--- config.mk ---
export PLATFORM = sky130hd
export DESIGN_NAME = trig_issue_scheduler_flat
export DESIGN_NICKNAME = d
export VERILOG_FILES = /design/src/rtl/trig_pkg.sv /design/src/rtl/trig_issue_scheduler_if.sv /design/src/rtl/trig_rr_arbiter.sv /design/src/rtl/trig_issue_scheduler.sv /design/src/flat_wrapper.sv
export SDC_FILE = /design/constraint.sdc
export NUM_CORES = 1
export LEC_CHECK = 0
export CAP_MARGIN = 15
export CORE_UTILIZATION = 44
export DETAILED_ROUTE_END_ITERATION = 10
export PLACE_DENSITY = 0.82
export SETUP_SLACK_MARGIN = 0.15
export SKIP_CTS_REPAIR_TIMING = 1
export SLEW_MARGIN = 20
export SYNTH_ARGS = -nofsm -noshare
export SYNTH_HDL_FRONTEND = slang
export SYNTH_SLANG_ARGS = --single-unit
--- constraint.sdc ---
create_clock -name clock -period 6.1 [get_ports clock]
set_clock_uncertainty 0.05 [all_clocks]
set_input_delay 1.22 -clock clock [delete_from_list [all_inputs] [get_ports clock]]
set_output_delay 1.22 -clock clock [all_outputs]
set_load 0.02 [all_outputs]
--- src/rtl/trig_pkg.sv ---
// Shared definitions for the trig issue scheduler: op encodings, unit latency
// and the shadow-line entry that follows each operand through the Sin/Cos units.
package trig_pkg;

    typedef enum logic [1:0] {
        OP_SIN    = 2'b00,
        OP_COS    = 2'b01,
        OP_SINCOS = 2'b10,
        OP_RSVD   = 2'b11
    } trig_op_e;

    localparam int TRIG_LATENCY = 46;
    // Widest id for up to 8 requesters; narrower configs zero-extend.
    localparam int MAX_ID_W     = 3;

    typedef struct packed {
        logic                v;
        logic [MAX_ID_W-1:0] id;
        trig_op_e            op;
    } shadow_t;

    // Reserved op runs as sincos and is reported that way.
    function automatic trig_op_e norm_op(input logic [1:0] op);
        return (op == 2'b11) ? OP_SINCOS : trig_op_e'(op);
    endfunction

endpackage

--- src/rtl/trig_issue_scheduler_if.sv ---
// Requester, unit and response signals of the trig issue scheduler.
// slave = scheduler side, master = clients plus the external Sin/Cos pair.
interface trig_issue_scheduler_if #(
    parameter int NUM_REQ = 4,
    parameter int LATENCY = 46
);
    localparam int ID_W  = $clog2(NUM_REQ);
    localparam int CNT_W = $clog2(LATENCY + 3);

    logic                       io_enable;
    logic [NUM_REQ-1:0]         io_req_valid;
    logic [NUM_REQ-1:0][1:0]    io_req_op;
    logic [NUM_REQ-1:0][31:0]   io_req_arg;
    logic [NUM_REQ-1:0]         io_req_ready;
    logic [31:0]                io_unit_in;
    logic [31:0]                io_sin_out;
    logic [31:0]                io_cos_out;
    logic                       io_resp_valid;
    logic [ID_W-1:0]            io_resp_id;
    logic [1:0]                 io_resp_op;
    logic [31:0]                io_resp_sin;
    logic [31:0]                io_resp_cos;
    logic [CNT_W-1:0]           io_inflight;

    modport slave (
        input  io_enable, io_req_valid, io_req_op, io_req_arg, io_sin_out, io_cos_out,
        output io_req_ready, io_unit_in, io_resp_valid, io_resp_id, io_resp_op,
               io_resp_sin, io_resp_cos, io_inflight
    );

    modport master (
        output io_enable, io_req_valid, io_req_op, io_req_arg, io_sin_out, io_cos_out,
        input  io_req_ready, io_unit_in, io_resp_valid, io_resp_id, io_resp_op,
               io_resp_sin, io_resp_cos, io_inflight
    );

endinterface

--- src/rtl/trig_rr_arbiter.sv ---
// NUM_REQ-way round-robin arbiter. Search starts at rr_ptr and wraps; the
// pointer moves one past the winner and only when something is granted.
module trig_rr_arbiter #(
    parameter int NUM_REQ = 4,
    parameter int ID_W    = $clog2(NUM_REQ)
) (
    input  logic               clock,
    input  logic               reset,
    input  logic               enable,
    input  logic [NUM_REQ-1:0] valid,
    output logic [NUM_REQ-1:0] grant,
    output logic [ID_W-1:0]    grant_idx,
    output logic               granted
);

    logic [ID_W-1:0] rr_ptr;
    logic [ID_W-1:0] cand;

    always_comb begin
        grant     = '0;
        grant_idx = '0;
        granted   = 1'b0;
        cand      = '0;
        for (int k = 0; k < NUM_REQ; k++) begin
            cand = ID_W'((int'(rr_ptr) + k) % NUM_REQ);
            if (enable && !reset && !granted && valid[cand]) begin
                granted     = 1'b1;
                grant[cand] = 1'b1;
                grant_idx   = cand;
            end
        end
    end

    always_ff @(posedge clock) begin
        if (reset)
            rr_ptr <= '0;
        else if (granted)
            rr_ptr <= (grant_idx == ID_W'(NUM_REQ - 1)) ? '0 : grant_idx + 1'b1;
    end

endmodule

--- src/rtl/trig_issue_scheduler.sv ---
// Shares one Sin/Cos pipeline pair among NUM_REQ requesters; a shadow line
// mirrors the untagged units so each result returns to its originator.
module trig_issue_scheduler
    import trig_pkg::*;
#(
    parameter int NUM_REQ = 4,
    parameter int LATENCY = TRIG_LATENCY,
    parameter int ID_W    = $clog2(NUM_REQ),
    parameter int CNT_W   = $clog2(LATENCY + 3)
) (
    input  logic                    clock,
    input  logic                    reset,
    trig_issue_scheduler_if.slave   bus
);

    localparam logic [CNT_W-1:0] CNT_MAX = CNT_W'(LATENCY + 2);

    logic [NUM_REQ-1:0]        gnt;
    logic [ID_W-1:0]           gnt_idx;
    logic                      xfer;

    shadow_t                   iss;
    logic [31:0]               iss_arg;
    shadow_t [LATENCY-1:0]     sh_pipe;
    shadow_t                   last;

    logic                      resp_valid;
    logic [ID_W-1:0]           resp_id;
    logic [1:0]                resp_op;
    logic [31:0]               resp_sin;
    logic [31:0]               resp_cos;
    logic [CNT_W-1:0]          inflight;

    trig_rr_arbiter #(
        .NUM_REQ (NUM_REQ),
        .ID_W    (ID_W)
    ) u_arb (
        .clock     (clock),
        .reset     (reset),
        .enable    (bus.io_enable),
        .valid     (bus.io_req_valid),
        .grant     (gnt),
        .grant_idx (gnt_idx),
        .granted   (xfer)
    );

    // An idle cycle issues a zero operand so the units see a clean input.
    always_ff @(posedge clock) begin
        if (reset || !xfer) begin
            iss     <= '0;
            iss_arg <= '0;
        end else begin
            iss.v   <= 1'b1;
            iss.id  <= MAX_ID_W'(gnt_idx);
            iss.op  <= norm_op(bus.io_req_op[gnt_idx]);
            iss_arg <= bus.io_req_arg[gnt_idx];
        end
    end

    // Last stage lines up with the unit outputs.
    always_ff @(posedge clock) begin
        if (reset)
            sh_pipe <= '0;
        else
            sh_pipe <= {sh_pipe[LATENCY-2:0], iss};
    end

    assign last = sh_pipe[LATENCY-1];

    always_ff @(posedge clock) begin
        if (reset) begin
            resp_valid <= 1'b0;
            resp_id    <= '0;
            resp_op    <= '0;
            resp_sin   <= '0;
            resp_cos   <= '0;
        end else begin
            resp_valid <= last.v;
            if (last.v) begin
                resp_id  <= last.id[ID_W-1:0];
                resp_op  <= last.op;
                resp_sin <= (last.op == OP_COS) ? 32'h0 : bus.io_sin_out;
                resp_cos <= (last.op == OP_SIN) ? 32'h0 : bus.io_cos_out;
            end
        end
    end

    // Accept and retire in the same cycle cancel out.
    always_ff @(posedge clock) begin
        if (reset)
            inflight <= '0;
        else if (xfer && !resp_valid && inflight != CNT_MAX)
            inflight <= inflight + 1'b1;
        else if (!xfer && resp_valid && inflight != '0)
            inflight <= inflight - 1'b1;
    end

    assign bus.io_req_ready  = gnt;
    assign bus.io_unit_in    = iss_arg;
    assign bus.io_resp_valid = resp_valid;
    assign bus.io_resp_id    = resp_id;
    assign bus.io_resp_op    = resp_op;
    assign bus.io_resp_sin   = resp_sin;
    assign bus.io_resp_cos   = resp_cos;
    assign bus.io_inflight   = inflight;

endmodule

--- src/flat_wrapper.sv ---
// flat-port wrapper written by rule: the top's interface ports become plain ports
module trig_issue_scheduler_flat import trig_pkg::*;
#(
    parameter int NUM_REQ = 4,
    parameter int LATENCY = TRIG_LATENCY,
    parameter int ID_W    = $clog2(NUM_REQ),
    parameter int CNT_W   = $clog2(LATENCY + 3)
)
  (clock, reset, bus_io_enable, bus_io_req_valid, bus_io_req_op, bus_io_req_arg, bus_io_sin_out, bus_io_cos_out, bus_io_req_ready, bus_io_unit_in, bus_io_resp_valid, bus_io_resp_id, bus_io_resp_op, bus_io_resp_sin, bus_io_resp_cos, bus_io_inflight);
  trig_issue_scheduler_if #(.NUM_REQ(NUM_REQ), .LATENCY(LATENCY)) bus_i ();
  input  logic clock;
  input  logic reset;
  input wire logic [$bits(bus_i.io_enable)-1:0] bus_io_enable;
  input wire logic [$bits(bus_i.io_req_valid)-1:0] bus_io_req_valid;
  input wire logic [$bits(bus_i.io_req_op)-1:0] bus_io_req_op;
  input wire logic [$bits(bus_i.io_req_arg)-1:0] bus_io_req_arg;
  input wire logic [$bits(bus_i.io_sin_out)-1:0] bus_io_sin_out;
  input wire logic [$bits(bus_i.io_cos_out)-1:0] bus_io_cos_out;
  output wire logic [$bits(bus_i.io_req_ready)-1:0] bus_io_req_ready;
  output wire logic [$bits(bus_i.io_unit_in)-1:0] bus_io_unit_in;
  output wire logic [$bits(bus_i.io_resp_valid)-1:0] bus_io_resp_valid;
  output wire logic [$bits(bus_i.io_resp_id)-1:0] bus_io_resp_id;
  output wire logic [$bits(bus_i.io_resp_op)-1:0] bus_io_resp_op;
  output wire logic [$bits(bus_i.io_resp_sin)-1:0] bus_io_resp_sin;
  output wire logic [$bits(bus_i.io_resp_cos)-1:0] bus_io_resp_cos;
  output wire logic [$bits(bus_i.io_inflight)-1:0] bus_io_inflight;
  assign bus_i.io_enable = bus_io_enable;
  assign bus_i.io_req_valid = bus_io_req_valid;
  assign bus_i.io_req_op = bus_io_req_op;
  assign bus_i.io_req_arg = bus_io_req_arg;
  assign bus_i.io_sin_out = bus_io_sin_out;
  assign bus_i.io_cos_out = bus_io_cos_out;
  assign bus_io_req_ready = bus_i.io_req_ready;
  assign bus_io_unit_in = bus_i.io_unit_in;
  assign bus_io_resp_valid = bus_i.io_resp_valid;
  assign bus_io_resp_id = bus_i.io_resp_id;
  assign bus_io_resp_op = bus_i.io_resp_op;
  assign bus_io_resp_sin = bus_i.io_resp_sin;
  assign bus_io_resp_cos = bus_i.io_resp_cos;
  assign bus_io_inflight = bus_i.io_inflight;
  trig_issue_scheduler #(.NUM_REQ(NUM_REQ), .LATENCY(LATENCY), .ID_W(ID_W), .CNT_W(CNT_W)) u_core (.clock(clock), .reset(reset), .bus(bus_i));
endmodule
==> flow_metrics.tcl <==
set metrics [dict create \
    status "finished clean" \
    dieWidth_um 164 \
    clk_pin_slew_worst_paths_ns 0.06 \
    p_switching_mw 1.14 \
    critPathKind "reg2out" \
    final_layout_size_suffix_gt1_share_pct 5.97 \
    cp_slowest_stage_delay_ns 0.73 \
    cp_num_buf_inv 2 \
    synthMuxAreaShare_pct 4.85 \
    ys_seq_area_share_pct 59.9 \
    path_max_fanout 21 \
    grt_util_all_layers_pct 18.3 \
    fin_crit_ns 5.48 \
    num_rows 58 \
    synth-xor-area-share_pct 0.381 \
    path_cells "inv_1, ha_1, mux4_2, a2111oi_1, a22oi_1, nand3_1, clkdlybuf4s50_1" \
    pwr-share-seq_pct 46.2 \
    whs_ns 0.371 \
    crit_path_end_kind "primary output" \
    comb_power_share_pct 11.2 \
    grt_max_degree 118 \
    worst_pin_slew_ns 1.06 \
    diodes 0 \
    area_growth_pct 39.1 \
    ys_top_cells_by_count "dfxtp_1 (344), nor2b_1 (302), nor2_1 (81), a21oi_1 (74), clkbuf_1 (52)" \
    p_sw_share_pct 22.9 \
    synth_cells 1098 \
    yosysMostFrequentCell "dfxtp_1" \
    crit_path_start_kind "flip-flop" \
    synth_edf_count 0 \
    die_h_um 164 \
    ios 318 \
    leakage_nw 6.15 \
    peakVddDrop_mv 0.200 \
    tritoncts "built" \
    drtIter0Drc 525 \
    synth-adder-area-share_pct 1.04 \
    drc 0 \
    yosys_warnings 0 \
    wire_per_inst_um 14.4 \
    routabilityCongestion 0.807 \
    crit_family "compound AO/OA/AOI/OAI gates" \
    clk_latency_ns 0.50 \
    via_count 8446 \
    vias_per_cell 4.86 \
    cts-root-buf "clkbuf_16" \
    grt_antenna_before_repair 0 \
    overflow 0 \
    ys_ff_latch 344 \
    ys_types 46 \
    port-buffer-count 317 \
    fp.coreArea_um2 25400 \
    internal_power_mw 3.86 \
    synth_compound_area_share_pct 8.11 \
    synthesis.nets 1314 \
    dpl_cell_area_um2 14800 \
    slew_violations 0 \
    yosysTopAreaCell "dfxtp_1" \
    top_layer_used "met4" \
    avgSynthCellArea_um2 10.5 \
    numCtsBuffers 35 \
    drt_wl_total_um 25100 \
    max-slew-margin-rel_pct 29.4 \
    powerDensity_nw_per_um2 313 \
    ys_top_cells_by_area "dfxtp_1 (60%), nor2b_1 (16%), mux2i_1 (4.3%)" \
    dpl.hpwl_um 17100 \
    wl_met1_um 10100 \
    grt_pass1_vias 8097 \
    grt_pass1_wl_um 39200 \
    met2_length_um 12000 \
    worstPathRequired_ns 4.83 \
    dieArea_um2 26800 \
    synth_top_family_by_area "simple AND/OR/NAND/NOR gates" \
    drtAntennaViolNets 0 \
    worstPathArrival_ns 4.21 \
    htree_num_levels 2 \
    rsz0062_at_grt "false" \
    async_reset_ff_share_pct 0 \
    fin_crit_sh_pct 89.8 \
    design_area_um2 16000 \
    syn_area_um2 11500 \
    setup_viol 0 \
    clkSinkCount 344 \
    cpMaxStageDelayCell "dfxtp_1" \
    drt_first_pass_iters 7 \
    tns_ns 0 \
    start_util_pct 45.3 \
    clk_path_buf_depth 3 \
    nNetsFinal 1601 \
    synthSimpleGateAreaFrac_pct 22.5 \
    ys_dominant_reg_cell "dfxtp_1" \
    hold_violations 0 \
    maxCapViolCount 0 \
    wl_met3_um 2190 \
    max_clock_freq_mhz 183 \
    clkPwrFrac_pct 42.6 \
    hp-class "reg2reg" \
    synth_top_area_share_pct 59.9 \
]
==> cell families (layout without fill, tap and decap cells) <==
family,count (synthesis),after routing
simple gates,454,454
xor+xnor,5,5
mux,53,53
buf+inv,82,392
compound gates,151,151
fa+ha+maj,9,9
flops,344,344
==> registers in the layout (all words and copies together) (netlist names), named ones only <==
name	cells
u_core.u_arb.rr_ptr	1
u_core.bus.io_resp_valid	1
u_core.bus.io_inflight	6
u_core.bus.io_resp_op	2
u_core.bus.io_resp_sin	32
u_core.iss	5
u_core.bus.io_resp_cos	32
u_core.bus.io_resp_id	2
u_core.last	5
u_core.bus.io_unit_in	32
u_core.sh_pipe	225
==> worst paths after layout <==
check / start / to / slack [ns] / depth (start not counted)
max: flip-flop / bus_io_req_ready[3] / 0.62 / 7
min reg2reg: u_core.sh_pipe[246] / u_core.sh_pipe[252] / 0.37 / 1
min: u_core.sh_pipe[246] / u_core.sh_pipe[252] / 0.37 / 1
max reg2reg: flip-flop / u_core.bus.io_unit_in[28] / 2.16 / 9
==> area by class of cell <==
type                       instances  area (um^2)
multi-input combinational        672         4260
inverter                           8         32.5
clock buffer                      45          993
fill                            2072         9410
timing repair buffer             324         3230
tap                              330          413
clock inverter                    15          174
sequential                       344         6890
==> per-layer routing <==
layer	up-vias	GRT usage, %
li1	4184	-
met1	3877	20.3
met2	344	32.4
met3	41	5.36
met4	0	8.00
met5	-	0
==> per-stage QoR <==
stage | setup WS (ns) | instances | total power [mW] | utilization, %
3_3_place_gp | 0.908 | 1678 | 2.91 | 58.4
4_1_cts | 0.482 | 1738 | 5.06 | 63.0
5_1_grt | 0.317 | 1738 | 5.20 | 63.0
6_report | 0.623 | 1738 | 5.00 | 63.0
3_5_place_dp | 0.770 | 1678 | 2.92 | 58.4
2_1_floorplan | 1.98 | 1098 | 2.66 | -
==> cells in the final DEF (no fill, tap or decap), types with 2 or more instances in the layout <==
master / count
nand2b_1: 3
a32oi_1: 13
a31oi_1: 13
nand3_1: 44
clkbuf_1: 2
dfxtp_1: 343
bufinv_16: 3
xnor2_1: 5
o21ai_0: 5
nor3b_1: 4
a21oi_1: 74
clkdlybuf4s50_1: 316
ha_1: 8
clkbuf_16: 35
clkbuf_8: 8
nor2b_1: 301
mux2i_1: 49
o22ai_1: 21
a22oi_1: 5
inv_1: 6
buf_4: 7
clkinv_2: 8
a211oi_1: 3
o21a_1: 2
a21o_1: 5
mux2_2: 2
nor3_1: 5
mux4_2: 2
clkinvlp_4: 2
nor2_1: 81
nand2_1: 7
and2_1: 2
==> power groups by stage <==
stage	Sequential (mW)	Clock, mW	Combinational, mW
after global placement	2.36	0	0.550
after global routing	2.32	2.29	0.599
final	2.31	2.13	0.560
after CTS	2.31	2.19	0.563
after floorplan	2.40	0	0.265
after detailed placement	2.36	0	0.560
Note: power is estimated with default switching activity, not from simulation.
